**src/rtl/mips_bus_arbiter.sv**
```systemverilog
// -----------------------------------------------------------------------------
// mips_bus_arbiter
//
// Arbitrates two Avalon-style masters onto a single RAM-side slave port.
// Master 0 is the instruction-fetch port, master 1 is the data port.
// Each grant carries exactly one transfer. The FSM then returns to IDLE, so
// back-to-back transfers from the same master always have one idle cycle
// between them.
//
// Configuration macro:
//   MIPS_BUS_ARB_ROUND_ROBIN_EN
//     Defined   : when both masters request together, the master that did
//                 not complete the most recent transfer wins. After reset,
//                 m0 wins the first tie.
//     Undefined : ties always go to m1 (data over fetch). No pointer
//                 register exists in this build.
//
// Parameters:
//   MAX_WAIT         slave-stall cycles allowed before a transfer is aborted
//
// Ports:
//   clk, reset       rising-edge clock, synchronous active-high reset
//   mN_address       master N byte address                    (N = 0, 1)
//   mN_read/write    master N request; read+write together counts as a write
//   mN_writedata     master N write data
//   mN_byteenable    master N byte lanes
//   mN_waitrequest   stall back to master N
//   mN_readdata      slave read data, forwarded to both masters
//   s_*              RAM-side request and response
//   grant            one-hot owner (01 = m0, 10 = m1, 00 = idle)
//   bus_error        sticky stall-timeout flag, cleared only by reset
// -----------------------------------------------------------------------------
module mips_bus_arbiter #(
  parameter int MAX_WAIT = 256
) (
  input  logic        clk,
  input  logic        reset,

  input  logic [31:0] m0_address,
  input  logic        m0_read,
  input  logic        m0_write,
  input  logic [31:0] m0_writedata,
  input  logic [3:0]  m0_byteenable,
  output logic        m0_waitrequest,
  output logic [31:0] m0_readdata,

  input  logic [31:0] m1_address,
  input  logic        m1_read,
  input  logic        m1_write,
  input  logic [31:0] m1_writedata,
  input  logic [3:0]  m1_byteenable,
  output logic        m1_waitrequest,
  output logic [31:0] m1_readdata,

  output logic [31:0] s_address,
  output logic        s_read,
  output logic        s_write,
  output logic [31:0] s_writedata,
  output logic [3:0]  s_byteenable,
  input  logic [31:0] s_readdata,
  input  logic        s_waitrequest,

  output logic [1:0]  grant,
  output logic        bus_error
);

  localparam int CW = $clog2(MAX_WAIT + 1);

  typedef enum logic [1:0] {
    IDLE   = 2'd0,
    GRANT0 = 2'd1,
    GRANT1 = 2'd2
  } state_t;

  state_t          state;
  state_t          next_state;
  state_t          cur_state;
  logic [CW-1:0]   stall_cnt;

  logic            req0;
  logic            req1;
  logic            pick_m1;
  logic            own_m1;
  logic            own_read;
  logic            own_write;
  logic            own_req;
  logic            timeout;

  assign req0 = m0_read | m0_write;
  assign req1 = m1_read | m1_write;

  // Read data is never muxed: both masters see the slave bus directly.
  assign m0_readdata = s_readdata;
  assign m1_readdata = s_readdata;

`ifdef MIPS_BUS_ARB_ROUND_ROBIN_EN
  logic prefer_m1;
  logic done;

  assign pick_m1 = prefer_m1;
  assign done    = (cur_state != IDLE) && own_req && !timeout && !s_waitrequest;

  // The pointer moves only on a completed transfer. Dropped requests and
  // timeouts leave it where it was.
  always_ff @(posedge clk) begin
    if (reset)
      prefer_m1 <= 1'b0;
    else if (done)
      prefer_m1 <= ~own_m1;
  end
`else
  assign pick_m1 = 1'b1;
`endif

  // Reset gates the output decode, so the slave sees no request while reset
  // is high, even if a grant was in flight.
  // NOTE: every signal written in this block gets a default at the top. A
  // path that leaves a variable unassigned would infer a latch.
  always_comb begin
    cur_state      = reset ? IDLE : state;
    own_m1         = (cur_state == GRANT1);
    own_read       = own_m1 ? m1_read  : m0_read;
    own_write      = own_m1 ? m1_write : m0_write;
    own_req        = own_read | own_write;

    next_state     = state;
    grant          = 2'b00;
    timeout        = 1'b0;
    s_address      = '0;
    s_read         = 1'b0;
    s_write        = 1'b0;
    s_writedata    = '0;
    s_byteenable   = '0;
    m0_waitrequest = req0;
    m1_waitrequest = req1;

    case (cur_state)
      IDLE: begin
        if (req0 && req1)
          next_state = pick_m1 ? GRANT1 : GRANT0;
        else if (req1)
          next_state = GRANT1;
        else if (req0)
          next_state = GRANT0;
        else
          next_state = IDLE;
      end

      GRANT0, GRANT1: begin
        grant        = own_m1 ? 2'b10 : 2'b01;
        // stall_cnt holds the stalls seen so far, so this grant cycle is the
        // MAX_WAIT-th one. The decision is registered and does not look at
        // s_waitrequest, which keeps the slave out of a combinational loop.
        timeout      = own_req && (stall_cnt >= CW'(MAX_WAIT - 1));
        s_address    = own_m1 ? m1_address    : m0_address;
        s_writedata  = own_m1 ? m1_writedata  : m0_writedata;
        s_byteenable = own_m1 ? m1_byteenable : m0_byteenable;
        s_write      = own_write & ~timeout;
        s_read       = own_read & ~own_write & ~timeout;

        if (own_m1)
          m1_waitrequest = timeout ? 1'b0 : s_waitrequest;
        else
          m0_waitrequest = timeout ? 1'b0 : s_waitrequest;

        if (!own_req || timeout || !s_waitrequest)
          next_state = IDLE;
      end

      default: next_state = IDLE;
    endcase
  end

  // NOTE: sequential state uses non-blocking assignments only. Each register
  // then reads the pre-edge value of every other register, as the hardware does.
  // NOTE: the reset is synchronous and is the highest-priority branch. It
  // aborts any grant in progress on the edge where it is sampled.
  always_ff @(posedge clk) begin
    if (reset) begin
      state     <= IDLE;
      stall_cnt <= '0;
      bus_error <= 1'b0;
    end else begin
      state <= next_state;

      // IDLE always precedes a grant, so clearing the counter here means it
      // starts every grant at zero.
      if (state == IDLE)
        stall_cnt <= '0;
      else if (s_waitrequest && (stall_cnt != CW'(MAX_WAIT)))
        stall_cnt <= stall_cnt + 1'b1;

      if (timeout)
        bus_error <= 1'b1;
    end
  end

endmodule
```
**config.mk**
```make
export PLATFORM = sky130hd
export DESIGN_NAME = mips_bus_arbiter
export DESIGN_NICKNAME = d
export VERILOG_FILES = /design/src/rtl/mips_bus_arbiter.sv
export SDC_FILE = /design/constraint.sdc
export NUM_CORES = 1
export LEC_CHECK = 0
export CORE_AREA = 2 2 121 123
export DETAILED_ROUTE_END_ITERATION = 8
export DIE_AREA = 0 0 123 125
export SLEW_MARGIN = 20
export SYNTH_ARGS = -nofsm -noshare
export SYNTH_HDL_FRONTEND = slang
export SYNTH_SLANG_ARGS = --single-unit
```
**constraint.sdc**
```tcl
create_clock -name clk -period 5.7 [get_ports clk]
set_input_delay 1.71 -clock clk [delete_from_list [all_inputs] [get_ports clk]]
set_output_delay 1.71 -clock clk [all_outputs]
set_load 0.02 [all_outputs]
```
# Word-level counts from Yosys, hierarchy flattened
# Cells that the tools add are included.
dict set report word_totals {
  memories 0
  elab_cells 52
  ramBits 0
  rom_bits 0
  in_bits 175
  regBits 12
  latch_bits 0
  output_inout_bits 139
}
dict set report classes {
  add_sub_neg 1
  div_mod_pow 0
  bitwise 8
  eq_ne 4
  mux 24
  order_cmp 1
  shifts 0
  reduce_logical 11
  n_mul 0
}
# operator n
set op_table {}
lappend op_table {{32-bit 2-to-1 mux} 4}
lappend op_table {{2-bit 2-to-1 mux} 6}
lappend op_table {{1-bit 2-to-1 mux} 11}
lappend op_table {{9-bit by 1-bit adder with 9-bit output, second input constant} 1}
lappend op_table {{9-bit by 8-bit greater-or-equal comparator with 1-bit output, second input constant} 1}
lappend op_table {{9-bit != test, second input constant} 1}
lappend op_table {{4-bit 2-to-1 mux} 2}
lappend op_table {{2-bit logical NOT} 2}
lappend op_table {{2-bit one-hot mux with 2 select lines} 1}
lappend op_table {{2-bit OR reduction} 2}
lappend op_table {{1-bit AND} 3}
lappend op_table {{1-bit logical AND} 3}
lappend op_table {{1-bit OR} 3}
lappend op_table {{2-bit by 1-bit == test with 1-bit output, second input constant} 1}
lappend op_table {{2-bit == test, second input constant} 1}
lappend op_table {{1-bit logical NOT} 2}
lappend op_table {{1-bit logical OR} 2}
lappend op_table {{2-bit != test, second input constant} 1}
lappend op_table {{1-bit inverter} 2}

# Logic depth before layout (Yosys ltp)
dict set report depth {
  word_depth 9
  depth_mapped 8
}

# Worst setup path after synthesis
# OpenSTA, ideal clock, no wires.
dict set report synth_path {
  kind {input -> output}
  startpoint {input reset}
  endpoint {output s_address[0]}
  slack_ns 0.762
  path_stages 7
  t_arrival_ns 3.228
  path_buffers 2
  required_time_ns 3.990
  path_cell_list {nand2b_1 inv_1 ha_1 clkbuf_1 buf_2 mux2i_1 nor2b_1}
}
dict set report synth_via {
  elab_chain_cells 4
  elab_cells_between_ends 6
  classes_between {eq/ne (2); mux (3); reduce/logical (1)}
}
# element line_no
set synth_rtl {}
lappend synth_rtl {{from (decl)} 37} ;# input logic reset,
lappend synth_rtl {{2-bit 2-to-1 mux *} 120} ;# cur_state = reset ? IDLE : state;
lappend synth_rtl {{2-bit == test / 2-bit by 1-bit == test with 1-bit output (equally long branches)} {121, 137}}
lappend synth_rtl {{32-bit 2-to-1 mux / 2-bit OR reduction (equally long branches)} {155, 137}}
lappend synth_rtl {{32-bit 2-to-1 mux *} 137} ;# case (cur_state)
lappend synth_rtl {{to (decl)} 55} ;# output logic [31:0] s_address,
# Mark *: on every way between the ends. The rest lies on a longest branch, timed or not.

# Worst setup path after layout
dict set report layout_path {
  startpoint {input reset}
  endpoint {output s_address[5]}
}
# Same word-level chain as after synthesis.

==> flow_metrics.tcl <==
set metrics [dict create \
    layout_worst_path_cycle_share_pct 99.54 \
    vias_per_cell 3.903 \
    ys_seq_area_share_pct 10.05 \
    cts_post_setup_buffers_inserted 0 \
    ff2ff_setup_slack_ns 3.89 \
    synth_area_leaders "sky130_fd_sc_hd__mux2i_1 31%, sky130_fd_sc_hd__buf_4 20%, sky130_fd_sc_hd__nor2b_1 18%" \
    cts-buffers-inserted 3 \
    place.port_buffers 217 \
    ys_warn_count 0 \
    maximum_ir_drop_on_the_vdd_rail_mv 0.06485 \
    detail_route.drc_violations 0 \
    crit_required_ns 3.99 \
    yosys.area_share.simple_pct 25.95 \
    multi_input_gate_area_in_the_final_layout_sq_um 1590 \
    fill_cells 1529 \
    netlist_top_cells_count "74 x sky130_fd_sc_hd__mux2i_1, 69 x sky130_fd_sc_hd__nor2b_1, 64 x sky130_fd_sc_hd__buf_4" \
    grt_start_max_net_pins 38 \
    dp_hpwl_mm 7.879 \
    path_cells "clkdlybuf4s50_1 -> nand2b_1 -> inv_1 -> ha_4 -> buf_16 -> mux2i_1 -> nor2b_1 -> clkdlybuf4s50_1" \
    critPathLaunchType "primary input" \
    yosysTopAreaCellShare_pct 30.98 \
    report.power.total_w 0.0005442 \
    first_pass_grt_wire_length_mm 13.65 \
    slowest_stage "sky130_fd_sc_hd__clkdlybuf4s50_1" \
    die_area_sq_um 15380 \
    syn2layout_area_growth_pct 86.19 \
    netlist_instances 300 \
    cts_tree "yes" \
    ant_nets 0 \
    post_route_cells_drive_above_1_share_pct 4.054 \
    die_height_microns 125 \
    grt_overflow_total 0 \
    path_common_cell "sky130_fd_sc_hd__clkdlybuf4s50_1" \
    report.final.setup_viol 0 \
    outcome "finished, final reports clean" \
    nNetsFinal 627 \
    share_of_the_synthesized_area_in_compound_gates_ao_oa_aoi_oai_pct 3.611 \
    clock_tree.htree_level_count 1 \
    sequential_cell_area_sq_um 240.2 \
    globalRouteTotalUtil_pct 11.03 \
    crit_arrival_ns 3.96 \
    worst_slack_ns 0.02647 \
    layout_utilization_pct 31.34 \
    clkSlewWorstSetupHoldPaths_ns 0.04 \
    placeableCoreArea_sq_um 14200 \
    grt_antenna_before_repair 0 \
    routed_wire_length_per_instance_microns 14.69 \
    start_util_pct 16.83 \
    io_pins 314 \
    clk-insertion-delay-late_ns 0.24 \
    hold_viol 0 \
    totalNegativeSetupSlack_ns 0 \
    grt_setup_unrepaired "true" \
    yosysMostFrequentCell "sky130_fd_sc_hd__mux2i_1" \
    synth_largest_area_cell "sky130_fd_sc_hd__mux2i_1" \
    syn-cell-area_sq_um 2391 \
    largest_family_of_logic_cells_by_synthesized_area "multiplexers" \
    cellPowerDensity_nw_per_um2 122.2 \
    fmaxAchievable_mhz 176.3 \
    max-slew-margin-rel_pct 55.59 \
    clock_tree_buf_depth 2 \
    dominantRegCellSynth "sky130_fd_sc_hd__dfxtp_1" \
    yosys.area_share.xor_xnor_pct 2.198 \
    dp_worst_setup_slack_ns 0.02064 \
    critical_path.max_stage_delay_ns 0.54 \
    timing.critical_path.to_type "output pin" \
    leakage_power_total_nw 1.756 \
    cts_root_buf "sky130_fd_sc_hd__clkbuf_16" \
    final-max-slew-violation-count 0 \
    ys_seq_elements 12 \
    path_max_fanout 37 \
    synth.net_count 481 \
    postLayoutCellArea_sq_um 4452 \
    synth_enable_flop_cells 0 \
    wirelength_mm 9.225 \
    post_synth_mux_area_share_pct 30.98 \
    first_global_vias 2536 \
    drv.max_cap_violation_count 0 \
    class_of_the_tightest_hold_or_removal_check "register to register" \
    postSynthAreaPerCell_sq_um 7.970 \
    final_worst_clock_skew_ns 0.002437 \
    classification_of_the_worst_setup_path "primary input to output pin" \
    dr.pass1.iters 4 \
    max_slew.worst_pin.slew_ns 0.6637 \
    async_flop_share_pct 0 \
    die-width_microns 123 \
    numClockSinks 12 \
    detailed_place.area_sq_um 4332 \
    antenna_cells_inserted 0 \
    drt_iter0_drc 53 \
    core.rowCount 44 \
    globalplace.congestion 0.8300 \
    vias 2451 \
    yosysUniqueCellTypes 26 \
    final_period_minus_worst_setup_slack_ns 5.674 \
    synth_fa_ha_area_share_pct 3.140 \
]
cells by family (layout without fill, tap and decap cells):
kind of cell    count (synthesis)  in the layout
fa+ha+maj                       6              6
buf+inv                        87            231
xor+xnor                        6              6
simple gates                  105            105
mux                            74             74
compound gates                 10             10
flops                          12             12
cell type report:
cell class | count | area share [%]
repair buffers | 221 | 51.43
multi-input cells | 201 | 35.72
flip-flops and latches | 12 | 5.396
well taps | 184 | 5.171
clock buffers | 3 | 1.686
inverters | 7 | 0.5902
where the power goes:
group          total (W)  switching [W]  internal, W
Combinational   0.000330       0.000133     0.000197
Sequential     0.0000876     0.00000134    0.0000863
Clock           0.000127      0.0000356    0.0000913
metrics by stage:
stage / hold WS, ns / instances
after floorplan: 0.4899 / 300
after global placement: 0.4335 / 625
after detailed placement: 0.4517 / 625
after CTS: 0.4593 / 628
after global routing: 0.4925 / 628
final: 0.4505 / 628
what timing repair did:
| action | 4_1_cts | 5_1_grt |
|---|---|---|
| hold buffers | 0 | 0 |
| gates resized for setup | 0 | 14 |
| setup endpoints to repair | 0 | 15 |
layout by cell type, fill, tap and decap left out, types with 3 or more instances in the layout:
cell type,count
sky130_fd_sc_hd__buf_4,3
sky130_fd_sc_hd__clkbuf_16,3
sky130_fd_sc_hd__clkdlybuf4s50_1,202
sky130_fd_sc_hd__dfxtp_1,12
sky130_fd_sc_hd__dlymetal6s2s_1,12
sky130_fd_sc_hd__ha_1,4
sky130_fd_sc_hd__inv_1,7
sky130_fd_sc_hd__mux2i_1,74
sky130_fd_sc_hd__nand2_1,6
sky130_fd_sc_hd__nand2b_1,4
sky130_fd_sc_hd__nand3_1,3
sky130_fd_sc_hd__nor2_1,14
sky130_fd_sc_hd__nor2b_1,69
sky130_fd_sc_hd__o21ai_0,3
sky130_fd_sc_hd__xor2_1,5
layer usage:
layer / vias up / track usage (%) / part of all wire, %
met5: - / 0 / 0
met4: 0 / 1.404 / 0.72
met3: 8 / 3.330 / 8.8
met2: 134 / 20.05 / 51
met1: 1085 / 12.92 / 39
li1: 1224 / - / -
worst paths after layout:
| path | end | startpoint | cells after the start |
|---|---|---|---|
| max | s_address[5] | reset | 8 |
| min | bus_error | bus_error | 2 |
| max reg2reg | state[0] | stall_cnt[3] | 6 |
| min reg2reg | bus_error | bus_error | 2 |
flip-flops by register name (all words and copies together) (netlist names):
register,cells
state,2
bus_error,1
stall_cnt,9
worst max-delay path, delay by kind of cell:
| kind | cells | cell delay [ns] |
|---|---|---|
| buffers and inverters | 4 | 1.37 |
| and+or+nand+nor | 2 | 0.30 |
| muxes | 1 | 0.32 |
| adders and majority gates | 1 | 0.21 |
Note: power is estimated with default switching activity, not from simulation.
